### src/rtl/branch_redirect_controller_pkg.sv
// Shared pipeline definitions: redirect FSM encodings and the default
// width of the taken-redirect statistics counter. The hazard unit imports
// the same package so both blocks agree on state values.
package branch_redirect_controller_pkg;

    localparam int DEFAULT_CNT_W = 16;

    typedef enum logic [1:0] {
        ST_IDLE      = 2'd0,
        ST_REDIRECT  = 2'd1,
        ST_WAIT_IMEM = 2'd2
    } redirect_state_e;

    // True whenever a redirect is in flight and the front end must be steered.
    function automatic logic is_redirecting(input redirect_state_e st);
        return (st == ST_REDIRECT) || (st == ST_WAIT_IMEM);
    endfunction

endpackage

### src/rtl/branch_redirect_controller_sat_counter.sv
// Saturating up-counter: increments on EN, sticks at all-ones, never wraps.
module sat_counter #(
    parameter int WIDTH = 16
) (
    input  logic             CLK,
    input  logic             RESET,
    input  logic             EN,
    output logic [WIDTH-1:0] COUNT
);

    localparam logic [WIDTH-1:0] ONE = {{(WIDTH-1){1'b0}}, 1'b1};

    // Count enabled events until every bit is set, then hold.
    always_ff @(posedge CLK or negedge RESET) begin
        if (!RESET) begin
            COUNT <= '0;
        end else if (EN && !(&COUNT)) begin
            COUNT <= COUNT + ONE;
        end
    end

endmodule

### src/rtl/branch_redirect_controller.sv
// Branch redirect controller: captures a taken EX-stage branch, steers the
// PC to the captured target and flushes IF/ID and ID/EX until the
// instruction memory accepts the new fetch address.
//
// Redirect handshake: while a redirect is in flight the block holds
// PC_SEL=1 and PC_TARGET stable (the "valid" side). The fetch side accepts
// the redirect on a rising edge where IMEM_BUSY=0 and PIPE_STALL=0 (the
// "ready" side); the transfer happens on exactly that edge and the FSM
// returns to IDLE. Nothing is dropped or altered while waiting.
module branch_redirect_controller
    import branch_redirect_controller_pkg::*;
#(
    parameter int CNT_W = DEFAULT_CNT_W
) (
    input  logic             CLK,
    input  logic             RESET,
    input  logic             BRANCH_TAKEN,
    input  logic [31:0]      BRANCH_TARGET,
    input  logic             EX_VALID,
    input  logic             PIPE_STALL,
    input  logic             IMEM_BUSY,
    output logic             PC_SEL,
    output logic [31:0]      PC_TARGET,
    output logic             FLUSH_IF_ID,
    output logic             FLUSH_ID_EX,
    output logic             REDIRECT_BUSY,
    output logic [CNT_W-1:0] TAKEN_COUNT,
    output redirect_state_e  dbg_state
);

    redirect_state_e state;
    redirect_state_e state_next;
    logic            capture;
    logic            redirect_accept;

    // A branch is only taken up when idle; while busy the instruction in EX
    // is on the wrong path and is being flushed, so it is ignored.
    assign capture         = (state == ST_IDLE) && BRANCH_TAKEN && EX_VALID && !PIPE_STALL;
    assign redirect_accept = !IMEM_BUSY && !PIPE_STALL;

    // State register; a global stall freezes it in place.
    always_ff @(posedge CLK or negedge RESET) begin
        if (!RESET) begin
            state <= ST_IDLE;
        end else if (!PIPE_STALL) begin
            state <= state_next;
        end
    end

    // Next-state logic.
    always_comb begin
        state_next = state;
        unique case (state)
            ST_IDLE: begin
                if (capture) begin
                    state_next = ST_REDIRECT;
                end
            end
            ST_REDIRECT: begin
                if (redirect_accept) begin
                    state_next = ST_IDLE;
                end else if (IMEM_BUSY) begin
                    state_next = ST_WAIT_IMEM;
                end
            end
            ST_WAIT_IMEM: begin
                if (redirect_accept) begin
                    state_next = ST_IDLE;
                end
            end
            default: begin
                state_next = ST_IDLE;
            end
        endcase
    end

    // Moore outputs: every control line follows the state alone.
    always_comb begin
        PC_SEL        = 1'b0;
        FLUSH_IF_ID   = 1'b0;
        FLUSH_ID_EX   = 1'b0;
        REDIRECT_BUSY = 1'b0;
        if (is_redirecting(state)) begin
            PC_SEL        = 1'b1;
            FLUSH_IF_ID   = 1'b1;
            FLUSH_ID_EX   = 1'b1;
            REDIRECT_BUSY = 1'b1;
        end
    end

    // Target register: loaded only on capture, so it stays put for the
    // whole redirect; the full 32-bit address passes through unmasked.
    always_ff @(posedge CLK or negedge RESET) begin
        if (!RESET) begin
            PC_TARGET <= 32'h0;
        end else if (capture) begin
            PC_TARGET <= BRANCH_TARGET;
        end
    end

    assign dbg_state = state;

    sat_counter #(
        .WIDTH (CNT_W)
    ) u_taken_counter (
        .CLK   (CLK),
        .RESET (RESET),
        .EN    (capture),
        .COUNT (TAKEN_COUNT)
    );

endmodule

### config.mk
export PLATFORM = sky130hd
export DESIGN_NAME = branch_redirect_controller
export DESIGN_NICKNAME = d
export VERILOG_FILES = /design/src/rtl/branch_redirect_controller_pkg.sv /design/src/rtl/branch_redirect_controller_sat_counter.sv /design/src/rtl/branch_redirect_controller.sv
export SDC_FILE = /design/constraint.sdc
export NUM_CORES = 1
export LEC_CHECK = 0
export CORE_AREA = 2 2 73 75
export DETAILED_ROUTE_END_ITERATION = 16
export DIE_AREA = 0 0 75 77
export PLACE_DENSITY = 0.9
export SLEW_MARGIN = 20
export SYNTH_ARGS = -nofsm -noshare
export SYNTH_HDL_FRONTEND = slang
export SYNTH_SLANG_ARGS = --single-unit
### constraint.sdc
create_clock -name CLK -period 2.7 [get_ports CLK]
set_input_delay 0.54 -clock CLK [delete_from_list [all_inputs] [get_ports CLK]]
set_output_delay 0.54 -clock CLK [all_outputs]
set_load 0.02 [all_outputs]
# Word level (Yosys, flattened, before mapping)
# Index checks and enable logic that the tools add are counted.
# totals
reg_bits	50
inputBits	38
output_inout_bits	54
wordCells	28
# classes
addsub	1
n_eq_ne	5
mux	6
bitwise_logic	1
reduce_logical	12
# op_table
operator	n
$add A16 B1 Y16 const B	1
$reduce_and A16 Y1	1
$mux W2	4
$pmux W2 S3	1
$logic_and A1 B1 Y1	5
$reduce_and A4 Y1	1
$logic_not A1 Y1	3
$ne A3 B3 Y1 const B	1
$eq A2 B1 Y1 const B	1
$eq A2 B2 Y1 const B	1
$logic_not A2 Y1	1
$ne A2 B1 Y1 const B	1
$ne A2 B2 Y1 const B	1
$logic_or A1 B1 Y1	1
$mux W1	1
$not A1 Y1	1

# Logic depth before layout (Yosys ltp)
# Gate-level depths: netlist (run 1).
# depth
ltp_word	6
ltp_mapped	7

# Modules after synthesis
# A second synthesis (run 1) with hierarchy kept.
# unflattened
cells_unflattened	161
hier_area_um2	2332.2
# modules_own_cells
module	n_inst	cells_each	area_each_um2	seq_area_each_um2
branch_redirect_controller	1	86	1491.4	850.8
sat_counter	1	75	840.8	400.4

# Worst setup path before layout (run 1)
# OpenSTA, ideal clock, no wires.
# synth_timing
kind	register to register
startpoint	reg state[1], in the netlist dbg_state[1]
endpoint	reg u_taken_counter.COUNT[7]
setup_time_ns	0.080
t_arrival_ns	1.707
required_ns	2.620
setup_slack_ns	0.913
path_stages_with_launch	7
path_buffers	0
period_less_slack_ns	1.787
cell_sequence	dfrtp_1 -> inv_1 -> ha_1 -> nand4b_4 -> or2_4 -> a2111oi_2 -> xor2_1
# synth_between
elab_chain_cells	5
# synth_lines
item	line	text
start, declared	branch_redirect_controller.sv:31	redirect_state_e state;
start signal, assigned	branch_redirect_controller.sv:46	state <= state_next;
$logic_not A2 Y1	branch_redirect_controller.sv:38	assign capture = (state == ST_IDLE) && BRANCH_TAKEN && EX_VALID && !PIPE_STALL;
$logic_and A1 B1 Y1 (3 in series)	branch_redirect_controller.sv:38	
$logic_and A1 B1 Y1	branch_redirect_controller_sat_counter.sv:17	end else if (EN && !(&COUNT)) begin
end signal, assigned	branch_redirect_controller_sat_counter.sv:18	COUNT <= COUNT + ONE;
end, declared	branch_redirect_controller_sat_counter.sv:8	output logic [WIDTH-1:0] COUNT
# No other way between the ends.
# A chain may end at the register's enable or synchronous reset.

# Worst setup path after layout (run 1)
# layout_timing
startpoint	reg state[1], in the netlist dbg_state[1]
endpoint	out PC_SEL
# layout_between
elab_chain_cells	3
# layout_lines
item	line	text
$eq A2 B1 Y1 or $eq A2 B2 Y1 (tied branches)	branch_redirect_controller_pkg.sv:16	return (st == ST_REDIRECT) || (st == ST_WAIT_IMEM);
$logic_or A1 B1 Y1 (*)	branch_redirect_controller_pkg.sv:16	
$mux W1 (*)	branch_redirect_controller.sv:83	if (is_redirecting(state)) begin
end, declared	branch_redirect_controller.sv:22	output logic PC_SEL,
# Every way passes the cells marked *; elsewhere a longest branch is shown, timed or not.

==> results of run 1 <==
worst reg2reg max path, cell delays in order (launching register included):
cell and delay [ps]:
dfrtp_1 420, inv_1 120, ha_1 260, nand4b_4 160, nor3_2 360, nand4_1 170
mux2_2 290
state kept, by name (all words and copies together) (netlist names):
signal	flops
u_taken_counter.COUNT	16
dbg_state	2
PC_TARGET	32
placed cells by master (no fill, tap or decap), types with 2 or more instances in the layout:
cell | Yosys | routed
a2111oi_2 | 2 | 2
a21oi_1 | 3 | 3
buf_4 | 3 | 6
clkbuf_8 | 0 | 6
clkdlybuf4s50_1 | 0 | 90
dfrtp_1 | 50 | 50
ha_1 | 4 | 4
inv_1 | 4 | 4
mux2_2 | 2 | 2
nand2_1 | 101 | 101
nand3_1 | 5 | 5
nand4_1 | 5 | 5
nor2_1 | 8 | 8
nor4_1 | 2 | 2
o21ai_0 | 4 | 4
xnor2_1 | 3 | 3
xor2_1 | 7 | 7
routing by layer:
layer  vias to the layer above  wire length, microns  track usage
met5                         -                     0            0
met4                         0                    97       0.0643
met3                        11                   383       0.0618
met2                        71                  2480        0.308
met1                       878                  2230        0.244
li1                        936                     -            -
through the flow:
step	power (mW)	cell area (sq um)
finish	3.18	3310
global route	3.35	3310
CTS	3.20	3310
detailed placement	2.76	3210
global placement	2.71	3210
floorplan	1.97	2230
cell families (layout without fill, tap and decap cells):
logic type	Yosys count	after routing	share of synthesized area
AOI/OAI and AO/OA	13	13	0.0444
xor gates and xnor gates	10	10	0.0393
adders and majority gates	4	4	0.0225
buffers and inverters	15	109	0.0303
DFF	50	50	0.561
muxes	4	4	0.0213
and+or+nand+nor	136	136	0.281
final cells by class:
class / instances / area [sq um]
sequential: 50 / 1250
clock inverter: 1 / 5.00
inverter: 4 / 15.0
tap: 70 / 87.6
timing repair buffer: 97 / 951
fill: 377 / 1670
clock buffer: 7 / 86.3
multi-input combinational: 167 / 910
worst max path at each step:
stage                 startpoint  cells past startpoint                  endpoint  slack [ps]
finish              dbg_state[1]                      3                    PC_SEL         410
global route        dbg_state[1]                      3                    PC_SEL         310
CTS                 dbg_state[1]                      3                    PC_SEL         400
detailed placement      EX_VALID                      5  u_taken_counter.COUNT[7]         510
global placement        EX_VALID                      5  u_taken_counter.COUNT[7]         550
floorplan           dbg_state[1]                      6  u_taken_counter.COUNT[7]         910
power breakdown:
part	internal (mW)	leakage [nW]	switching [mW]
registers	1.02	0.639	0.194
clock network	0.207	0.0482	0.232
logic	0.738	0.875	0.785
total	1.97	1.56	1.21
==> flow_metrics.py, run 1 <==
metrics = {
    "timing": {
        "rsz0062_at_grt": "false",
        "tns_ps": 0,
        "setup_viol": 0,
        "worst_pin_slew_ps": 376,
        "hold_viol_final": 0,
        "slew_headroom": 0.748,
        "fin_ws_ps": 414,
        "hold-worst-slack_ps": 24.0,
        "finalCritPeriodShare": 0.847,
        "period_minus_slack_ps": 2290,
        "final-max-slew-violation-count": 0,
        "fin_skew_ps": 2.88,
        "max_clock_freq_mhz": 437,
    },
    "logic_synthesis": {
        "synth_commonest_cells": "nand2_1, dfrtp_1, clkbuf_1, nor2_1, xor2_1",
        "yosysUniqueCellTypes": 37,
        "synth_area_leaders": "dfrtp_1, nand2_1, xor2_1",
        "syn_area_sq_um": 2230,
        "synth-seq-cells": 50,
        "synthesis.nets": 274,
        "synth_edf_count": 0,
        "yosysWarnings": 0,
        "async_reset_ff_frac": 1.00,
        "ys.flop_type": "dfrtp_1",
        "synthCells": 232,
        "yosysMostFrequentCell": "nand2_1",
        "avgSynthCellArea_sq_um": 9.61,
        "synth_top_area_share": 0.561,
        "yosysSeqAreaShare": 0.561,
        "yosys.area.top_type": "dfrtp_1",
    },
    "power": {
        "ir_worst_vdd_mv": 0.564,
        "power.density_nw_per_um2": 961,
        "p_leak_nw": 1.56,
    },
    "grt": {
        "overflow": 0,
        "grt_pass1_wl_mm": 8.64,
        "grt_usage": 0.193,
        "antenna_found_initial": 0,
        "grt_start_max_net_pins": 26,
        "grt_pass1_vias": 1898,
    },
    "final_layout": {
        "fin_util": 0.664,
        "diodes": 0,
        "layout.cells.non_filler": 396,
        "syn2layout_area_growth_pct": 48.3,
        "nets": 367,
        "drive_gt1_frac": 0.0767,
    },
    "placed_design": {
        "gp_congestion": 0.794,
        "hpwl_mm": 3.96,
        "io_buffers": 91,
        "dp_cells": 388,
        "dp_slack_ps": 508,
    },
    "run_status": {
        "status": "complete, no violations",
    },
    "job": {
        "max_cap_viol_count": 0,
    },
    "critical_path": {
        "critical_path.cell_chain": "inv_1, ha_1, clkdlybuf4s50_1",
        "crit_path_top_delay_cell": "clkdlybuf4s50_1",
        "critical_path.max_fanout": 4,
        "r2r_start": "dbg_state[1]",
        "critical_path.top_delay_family": "buffers and inverters",
        "path_buf_inv": 2,
        "cp.arrival_ps": 1750,
        "cpPeakStageDelay_ps": 620,
        "r2r_setup_slack_ps": 820,
        "reg2reg_to": "u_taken_counter.COUNT[14]",
        "r2r_cells": 6,
        "crit_type": "register to primary output",
        "cp-start-kind": "register",
        "worstPathRequired_ps": 2160,
        "end_kind": "primary output",
    },
    "floorplanning": {
        "dieArea_sq_um": 5780,
        "die_y_microns": 77,
        "rows": 26,
        "start_util": 0.448,
        "ioPinCount": 92,
        "fp.dieW_microns": 75,
        "core_sq_um": 4980,
    },
    "route": {
        "drt-initial-drc-count": 105,
        "totalWireLength_mm": 5.19,
        "drc": 0,
        "drt_pass1_iterations": 4,
        "vias": 1896,
        "routed_via_density": 4.79,
        "final_antenna_net_count": 0,
        "wl_per_cell_microns": 13.1,
    },
    "cts": {
        "postCtsSetupBuffers": 0,
        "clk_latency_ps": 300,
        "clockBufferDepth": 2,
        "cts_sinks": 50,
        "post_cts_resize_count": 0,
        "cts_buffers": 5,
        "cts_tree": "built",
        "cts_root_buffer": "clkbuf_8",
        "ctsHoldBuffers": 0,
        "clk_pin_slew_ps": 80,
        "h-tree-depth": 2,
    },
    "min_path": {
        "hold_class": "input port to async pin",
    },
}
Power figures use the tool's default switching activity.
==> run 2: changes to the inputs <==
- CORE_AREA: 2 2 73 75 -> 2 2 80 82
- DIE_AREA: 0 0 75 77 -> 0 0 82 84
- PLACE_DENSITY: 0.9 -> 0.81
- clock period: 2.7 -> 1.97 ns (I/O delays scaled with it)
==> run 2 against run 1 <==
Sequential cell count is the same; clock power is 38% higher; clock skew increased by 4.2 ps; sequential power is 35% higher; global-route usage down 2.3 points; largest cell class unchanged; combinational power is 37% higher; setup slack got worse by 280 ps; largest power group unchanged; first-iteration DRC count increased by 45%; clock-buffer cell count unchanged; via count increased by 2.1%; core utilization shrank 11 points.
==> flow_metrics.py, run 2 (same netlist as run 1, synthesis figures left out) <==
metrics = {
    "timing": {
        "fin_ws_ps": 133,
        "fin_skew_ps": 7.13,
        "worst_pin_slew_ps": 522,
        "slew_headroom": 0.652,
        "period_minus_slack_ps": 1840,
        "max_clock_freq_mhz": 544,
        "final-max-slew-violation-count": 0,
        "rsz0062_at_grt": "false",
        "setup_viol": 0,
        "hold_viol_final": 0,
        "finalCritPeriodShare": 0.933,
        "tns_ps": 0,
    },
    "critical_path": {
        "end_kind": "register",
        "cp.arrival_ps": 2060,
        "cp-start-kind": "register",
        "cpPeakStageDelay_ps": 420,
        "worstPathRequired_ps": 2190,
        "critical_path.max_fanout": 5,
        "crit_path_top_delay_cell": "dfrtp_1",
        "crit_type": "register to register",
        "critical_path.cell_chain": "inv_1, ha_4, nand4b_4, or2_4, a2111oi_4, xor2_1",
    },
    "grt": {
        "grt_usage": 0.169,
        "overflow": 0,
        "globalRoute.busiestLayer": "met2",
        "grt_pass1_wl_mm": 9.07,
        "grtUsageMet2": 0.293,
        "grt_pass1_vias": 1927,
        "grt_start_max_net_pins": 29,
        "grt.met3_usage": 0.0400,
        "antenna_found_initial": 0,
        "met1_usage": 0.207,
    },
    "placed_design": {
        "dp_slack_ps": -149,
        "place_area_sq_um": 3260,
        "hpwl_mm": 4.18,
        "io_buffers": 91,
        "gp_congestion": 0.771,
    },
    "route": {
        "final_antenna_net_count": 0,
        "drc": 0,
        "drt_pass1_iterations": 4,
        "vias": 1935,
        "wl_per_cell_microns": 13.4,
        "drt-initial-drc-count": 152,
        "totalWireLength_mm": 5.44,
        "routed_via_density": 4.77,
    },
    "power": {
        "ir_worst_vdd_mv": 0.726,
        "seqPwrFrac": 0.380,
        "power.total_mw": 4.34,
        "intPower_mw": 2.69,
        "p_leak_nw": 1.59,
        "p_clk_frac": 0.139,
        "swShare": 0.381,
        "p_comb_frac": 0.481,
        "p_switching_mw": 1.65,
        "power.density_nw_per_um2": 1290,
    },
    "final_layout": {
        "syn2layout_area_growth_pct": 51.2,
        "nets": 370,
        "largest_reg_flops": 32,
        "diodes": 0,
        "multiInputGateArea_sq_um": 935,
        "top_register": "PC_TARGET",
        "final_common_cell": "nand2_1",
        "layout_common_cells": "nand2_1, clkdlybuf4s50_1, dfrtp_1, nor2_1, buf_4",
        "final_area_sq_um": 3370,
        "drive_gt1_frac": 0.0881,
        "n_fill_cell": 552,
        "ff_latch_area_sq_um": 1250,
    },
    "cts": {
        "clk_latency_ps": 300,
        "ctsHoldBuffers": 0,
        "cts_root_buffer": "clkbuf_8",
        "cts_sinks": 50,
        "clockBufferDepth": 2,
        "h-tree-depth": 2,
        "cts_tree": "built",
        "postCtsSetupBuffers": 0,
        "cts_buffers": 5,
        "clk_pin_slew_ps": 90,
    },
    "floorplanning": {
        "dieArea_sq_um": 6890,
        "die_y_microns": 84,
        "start_util": 0.366,
        "rows": 29,
        "core_sq_um": 6100,
        "fp.dieW_microns": 82,
        "ioPinCount": 92,
    },
    "job": {
        "max_cap_viol_count": 0,
    },
    "run_status": {
        "status": "complete, no violations",
    },
    "min_path": {
        "hold_class": "input port to async pin",
    },
}
-- run 2: power by group through the flow --
stage                     logic, mW  clock network [mW]  registers [mW]
final                          2.09               0.604            1.65
after global routing           2.26               0.659            1.71
after CTS                      2.09               0.624            1.65
after detailed placement       2.14                   0            1.66
after global placement         2.07                   0            1.65
after floorplan               0.591                   0            2.11
-- run 2: metrics by stage --
| stage | util | cells | hold WS, ps |
|---|---|---|---|
| after floorplan | - | 232 | 98.4 |
| after global placement | 0.534 | 398 | 402 |
| after global routing | 0.553 | 406 | 97.6 |
| final | 0.553 | 406 | 63.7 |
| after CTS | 0.549 | 406 | 82.4 |
| after detailed placement | 0.534 | 398 | 415 |
-- run 2: what timing repair did --
| item | in CTS | in global routing |
|---|---|---|
| pin swaps | 0 | 1 |
| gates resized for setup | 4 | 3 |
| setup endpoints to repair | 4 | 5 |
-- run 2: final timing paths --
check                         startpoint                        to  slack (ps)  cells after the start
max in group asynchronous          RESET  u_taken_counter.COUNT[8]        1380                      2
min                                RESET             PC_TARGET[19]          60                      1
max reg2reg                 dbg_state[1]  u_taken_counter.COUNT[9]         130                      6
max                         dbg_state[1]  u_taken_counter.COUNT[9]         130                      6
min in group CLK           PC_TARGET[19]             PC_TARGET[19]         480                      2
min reg2reg                PC_TARGET[19]             PC_TARGET[19]         480                      2
-- run 2: cell type report --
cell class              instances  area share
repair buffers                100       0.291
clock buffers                   7      0.0256
clock inverters                 1     0.00149
multi-input cells             167       0.277
inverters                       4     0.00446
flip-flops and latches         50       0.371
well taps                      77      0.0286
-- run 2: worst max-delay path: cells and delay by family, from the launching register on --
| family | cells | cell delay, ps |
|---|---|---|
| XOR/XNOR | 1 | 210 |
| flip-flops | 1 | 420 |
| buffers and inverters | 1 | 140 |
| adder cells (fa/ha/maj) | 1 | 180 |
| AO/OA/AOI/OAI | 1 | 360 |
| AND/OR/NAND/NOR | 2 | 450 |
-- run 2: per-layer routing --
layer,wire length (microns),vias to the layer above
li1,-,942
met1,2250,915
met2,2790,69
met3,322,9
met4,82,0
met5,0,-
